<file path="src/rtl/mem_stage_sram_ctrl.sv">
// MEM-stage controller: 32-bit loads/stores as two 16-bit phases on an async SRAM.
// Optional out-of-range trap enabled by defining SRAM_CTRL_RANGE_CHK_EN.
module mem_stage_sram_ctrl #(
    parameter int          WAIT_CYCLES = 2,
    parameter logic [31:0] BASE_ADDR   = 32'd1024,
    parameter int          SRAM_AW     = 18
) (
    input  logic               clk,
    input  logic               rst,
    input  logic               mem_read,
    input  logic               mem_write,
    input  logic [31:0]        address,
    input  logic [31:0]        wdata,
    output logic [31:0]        rdata,
    output logic               ready,
    output logic               err,
    output logic [SRAM_AW-1:0] sram_addr,
    output logic [15:0]        sram_wdata,
    input  logic [15:0]        sram_rdata,
    output logic               sram_we_n,
    output logic               sram_oe_n,
    output logic               sram_ce_n
);

    typedef enum logic [1:0] {IDLE, LO, HI, DONE} state_t;

    localparam logic [3:0] CNT_LAST = 4'(WAIT_CYCLES - 1);

    state_t             state, state_d;
    logic [3:0]         cnt, cnt_d;
    logic               op_wr, op_wr_d;
    logic [SRAM_AW-2:0] word, word_d;
    logic [15:0]        wdata_hi, wdata_hi_d;
    logic [31:0]        rdata_d;
    logic               err_d;
    logic [SRAM_AW-1:0] sram_addr_d;
    logic [15:0]        sram_wdata_d;
    logic               we_d, oe_d, ce_d;

    logic        req;
    logic        out_of_range;
    logic [31:0] phys;

    assign req  = mem_read | mem_write;
    assign phys = address - BASE_ADDR;

`ifdef SRAM_CTRL_RANGE_CHK_EN
    assign out_of_range = |phys[31:SRAM_AW+1];
    logic unused_phys;
    assign unused_phys = ^phys[1:0];
`else
    // Upper bits are dropped, so out-of-window addresses alias into the SRAM.
    assign out_of_range = 1'b0;
    logic unused_phys;
    assign unused_phys = ^{phys[31:SRAM_AW+1], phys[1:0]};
`endif

    always_comb begin
        state_d      = state;
        cnt_d        = cnt;
        op_wr_d      = op_wr;
        word_d       = word;
        wdata_hi_d   = wdata_hi;
        rdata_d      = rdata;
        err_d        = err;
        sram_addr_d  = sram_addr;
        sram_wdata_d = sram_wdata;
        we_d         = sram_we_n;
        oe_d         = sram_oe_n;
        ce_d         = sram_ce_n;
        ready        = 1'b0;
        case (state)
            IDLE: begin
                ready = ~req;
                if (req) begin
                    op_wr_d    = mem_write;
                    word_d     = phys[SRAM_AW:2];
                    wdata_hi_d = wdata[31:16];
                    cnt_d      = 4'd0;
                    err_d      = out_of_range;
                    if (out_of_range) begin
                        state_d = DONE;
                    end else begin
                        state_d      = LO;
                        sram_addr_d  = {phys[SRAM_AW:2], 1'b0};
                        sram_wdata_d = wdata[15:0];
                        ce_d         = 1'b0;
                        we_d         = ~mem_write;
                        oe_d         = mem_write;
                    end
                end
            end
            LO: begin
                cnt_d = cnt + 4'd1;
                if (cnt == CNT_LAST) begin
                    cnt_d = 4'd0;
                    if (!op_wr) rdata_d[15:0] = sram_rdata;
                    sram_addr_d  = {word, 1'b1};
                    sram_wdata_d = wdata_hi;
                    state_d      = HI;
                end
            end
            HI: begin
                cnt_d = cnt + 4'd1;
                if (cnt == CNT_LAST) begin
                    cnt_d = 4'd0;
                    if (!op_wr) rdata_d[31:16] = sram_rdata;
                    ce_d    = 1'b1;
                    we_d    = 1'b1;
                    oe_d    = 1'b1;
                    state_d = DONE;
                end
            end
            DONE: begin
                // Pipeline advances on this edge, so a held request is not re-accepted here.
                ready   = 1'b1;
                state_d = IDLE;
            end
            default: state_d = IDLE;
        endcase
    end

    always_ff @(posedge clk or posedge rst) begin
        if (rst) begin
            state      <= IDLE;
            cnt        <= 4'd0;
            op_wr      <= 1'b0;
            word       <= '0;
            wdata_hi   <= 16'd0;
            rdata      <= 32'd0;
            err        <= 1'b0;
            sram_addr  <= '0;
            sram_wdata <= 16'd0;
            sram_we_n  <= 1'b1;
            sram_oe_n  <= 1'b1;
            sram_ce_n  <= 1'b1;
        end else begin
            state      <= state_d;
            cnt        <= cnt_d;
            op_wr      <= op_wr_d;
            word       <= word_d;
            wdata_hi   <= wdata_hi_d;
            rdata      <= rdata_d;
            err        <= err_d;
            sram_addr  <= sram_addr_d;
            sram_wdata <= sram_wdata_d;
            sram_we_n  <= we_d;
            sram_oe_n  <= oe_d;
            sram_ce_n  <= ce_d;
        end
    end

endmodule

</file>
<file path="config.mk">
export PLATFORM = sky130hd
export DESIGN_NAME = mem_stage_sram_ctrl
export DESIGN_NICKNAME = d
export VERILOG_FILES = /design/src/rtl/mem_stage_sram_ctrl.sv
export SDC_FILE = /design/constraint.sdc
export NUM_CORES = 1
export LEC_CHECK = 0
export CORE_AREA = 2 2 121 123
export DETAILED_ROUTE_END_ITERATION = 16
export DIE_AREA = 0 0 123 125
export GPL_TIMING_DRIVEN = 0
export HOLD_SLACK_MARGIN = 0.05
export PLACE_DENSITY_LB_ADDON = 0.15
export SLEW_MARGIN = 40
export SYNTH_ARGS = -nofsm -noshare
export SYNTH_HDL_FRONTEND = slang
export SYNTH_SLANG_ARGS = --single-unit
export TNS_END_PERCENT = 100
</file>
<file path="constraint.sdc">
create_clock -name clk -period 4.5 [get_ports clk]
set_input_delay 0.9 -clock clk [delete_from_list [all_inputs] [get_ports clk]]
set_output_delay 0.9 -clock clk [all_outputs]
set_load 0.05 [all_outputs]
</file>
==> Flow_metrics.wiki <==
{| class="wikitable"
! Metric !! Value
|-
| Number of buffers on the longest clock path || 2
|-
| Max rail drop VDD || 0.0004511 V
|-
| EDFF count, synth || 0
|-
| Cell with the most instances after synthesis || sky130_fd_sc_hd__dfrtp_1
|-
| Setup TNS || 0 ns
|-
| Fin nets || 634
|-
| Count of buffers added by post-CTS timing repair for setup || 0
|-
| Slew Limit Headroom || 47.70%
|-
| Clock latency at the later pin of the worst-skew pair || 0.35 ns
|-
| Clock network fraction of design power || 13.8%
|-
| Yosys top cell by area || sky130_fd_sc_hd__dfrtp_1
|-
| Count of hold-fix buffers inserted at cts || 0
|-
| Final Instance Area || 6827 um^2
|-
| Antenna violations before repair || 0
|-
| Clock tree from TritonCTS || done
|-
| Standard cell core area || 14,200 um^2
|-
| RSZ-0062 raised after global routing || false
|-
| Vias in the first global route || 3,603
|-
| Dpl cell area || 6518 um^2
|-
| X dimension of the die || 123 um
|-
| Fraction of layout instances using a drive strength above 1 || 19.20%
|-
| Min-Delay Path Class || flop to flop
|-
| GRT Residual Overflow || 0
|-
| Maximum number of pins on one net before global-route repair || 77
|-
| Switching Fraction || 45.25%
|-
| Total count of max-transition violations in the final report || 0
|-
| Total power per unit cell area || 871.4 nW/um^2
|-
| Arrival time reported for the critical path endpoint || 3.00 ns
|-
| Final period demand of the worst path || 3.902 ns
|-
| Count of synthesis-stage warnings from yosys || 0
|-
| Timing-limited maximum frequency || 256.3 MHz
|-
| Outcome || completed
|-
| Top area cells in the synthesized netlist || sky130_fd_sc_hd__dfrtp_1, sky130_fd_sc_hd__mux2_2, sky130_fd_sc_hd__mux2_4
|-
| Row count || 44
|-
| Total number of H-tree levels || 3
|-
| Kind of critical path || input port to primary output
|-
| Required time of the critical path || 3.60 ns
|-
| Top-level I/O count || 155
|-
| Number of nets with antenna violations after routing || 0
|-
| Initial core utilization || 34.29%
|-
| Hold Vio Cnt, Final || 0
|-
| Clock buffers created by TritonCTS || 9
|-
| DRC violation count after routing || 0
|-
| Total detailed-routing wirelength || 11.60 mm
|-
| Post-synth top cells || sky130_fd_sc_hd__dfrtp_1, sky130_fd_sc_hd__nand2_1, sky130_fd_sc_hd__mux2_2
|-
| Number of max-capacitance violations reported || 0
|-
| Largest fanout of any net on the critical path || 6
|-
| Via-per-instance ratio || 4.758
|-
| Post-Synthesis Net Count || 484
|-
| Top cell type's share of synthesized area || 54.46%
|-
| Number of vias after detailed routing || 3,478
|-
| GRT Util Overall || 15.74%
|-
| Buffers added on ports || 138
|-
| Setup Viol. Count Final || 0
|-
| Routability cong. || 0.7472
|-
| Net switching component of the power || 2.692 mW
|-
| Area added between synthesis and finish || 40.15%
|-
| Fill cell total of the finished layout || 1,310
|-
| Fraction of power consumed by combinational cells || 56.7%
|-
| Post-route total power || 5.949 mW
|-
| Clock skew after layout || 0.006675 ns
|-
| Standby leakage power || 2.962 nW
|-
| Number of sinks driven by the clock tree || 109
|-
| Drt first-iter violations || 127
|-
| Sequential cell area fraction in the yosys report || 56.08%
|-
| Part of the total power dissipated in sequential elements || 29.4%
|-
| Cell Int Power || 3.257 mW
|-
| Type of element launching the critical path || input port
|-
| Final Instance Count excl. Fillers || 731
|-
| Full die area || 15,380 um^2
|-
| Mean routed wirelength per cell || 15.87 um
|-
| Final worst-path cycle share || 86.70%
|-
| Post-route core utilization || 48.06%
|-
| Instance count of the mapped netlist || 392
|-
| Count of different cell masters after synthesis || 40
|-
| HPWL after detailed placement || 8.313 mm
|-
| Chip Height || 125 um
|-
| Register bit count reported by yosys || 109
|-
| Number of optimization iterations in the first detailed-route pass || 4
|-
| Dominant register cell in the synthesized netlist || sky130_fd_sc_hd__dfrtp_1
|-
| ANT cells || 0
|-
| Worst Max-Slew Pin Slew || 0.7844 ns
|-
| Element type at the critical path end || primary output
|-
| Netlist area before placement || 4871 um^2
|-
| First-pass GRT wire length || 18.67 mm
|-
| Placed Instances || 715
|-
| CTS root buf || sky130_fd_sc_hd__clkbuf_16
|-
| Share of synthesized flip-flops with an asynchronous set or reset || 100.0%
|-
| Mapped Avg Cell Area || 12.43 um^2
|-
| Clock Pin Slew Worst Setup and Hold Paths || 0.07 ns
|-
| Number of gates resized after cts || 0
|}
## power groups by stage
stage                     logic [mW]  clock network [mW]  registers (mW)
after floorplan                 1.32                   0            2.80
after global placement          3.38                   0            1.75
after detailed placement        3.42                   0            1.77
after CTS                       3.43               0.862            1.76
after global routing            3.62               0.889            1.82
final                           3.37               0.824            1.75
## flip-flops by register name, indices dropped and copies added (netlist names)
| name | flops |
|---|---|
| rdata | 32 |
| sram_wdata | 16 |
| sram_ce_n | 1 |
| word | 17 |
| sram_we_n | 1 |
| op_wr | 1 |
| state | 2 |
| cnt | 4 |
| sram_oe_n | 1 |
| wdata_hi | 16 |
| sram_addr | 18 |
## final timing paths
| path | startpoint | to | slack [ns] | cells past startpoint |
|---|---|---|---|---|
| worst max-delay path | mem_read | ready | 0.60 | 5 |
| min in group asynchronous | rst | rdata[23] | 0.91 | 2 |
| worst min register to register | word[14] | word[14] | 0.49 | 2 |
| max in group asynchronous | rst | sram_ce_n | 2.90 | 3 |
| worst max register to register | state[0] | word[3] | 2.38 | 6 |
| worst min-delay path | word[14] | word[14] | 0.49 | 2 |
## cells in the final DEF, fill, tap and decap left out, drive strengths merged, types with 7 or more instances in the layout
cell           instances
nor2                  13
inv                    9
nand3                  7
a21oi                  9
o21ai                 48
clkbuf                17
ha                     8
nand2                 53
buf                   15
dfrtp                106
clkdlybuf4s50        138
mux2i                 26
mux2                  60
## worst max-delay path, cell delays in order
cell                              delay [ns]
sky130_fd_sc_hd__clkdlybuf4s50_1        0.51
sky130_fd_sc_hd__nor3b_1                0.52
sky130_fd_sc_hd__nor2_1                 0.08
sky130_fd_sc_hd__nor2_1                 0.16
sky130_fd_sc_hd__clkdlybuf4s50_1        0.83
## area by class of cell
| type | instances | area (um^2) | area share (%) |
|---|---|---|---|
| inverters | 7 | 33.78 | 0.4949 |
| flip-flops and latches | 109 | 2731 | 40.01 |
| multi-input cells | 254 | 1951 | 28.57 |
| clock inverters | 7 | 83.83 | 1.228 |
| clock buffers | 9 | 225.2 | 3.299 |
| repair buffers | 139 | 1409 | 20.64 |
| well taps | 184 | 230.2 | 3.372 |
| plain buffers | 22 | 162.7 | 2.383 |
## logic make-up (layout without fill, tap and decap cells)
kind of cell | count (synthesis) | after routing | share of synthesized area [%]
XOR/XNOR | 7 | 7 | 1.259
multiplexers | 86 | 86 | 20.76
AND/OR/NAND/NOR | 85 | 85 | 8.143
flip-flops | 109 | 109 | 56.08
adder cells (fa/ha/maj) | 8 | 8 | 2.055
buffers and inverters | 29 | 184 | 3.879
other | 1 | 1 | 0.07699
AO/OA/AOI/OAI | 67 | 67 | 7.758
## through the flow
stage	setup WS, ns	hold WS, ns
after floorplan	0.7310	0.4495
after global placement	-0.9547	0.4646
final	0.5984	0.4868
after global routing	0.4001	0.5153
after CTS	0.5667	0.4871
after detailed placement	0.5766	0.4698
## layer usage
layer  wire length, um  GRT usage, %
met3               809         5.201
met2              5472         25.35
met4               231         5.615
met5                 0             0
met1              5088         19.69
Note: power is estimated with default switching activity, not from simulation.
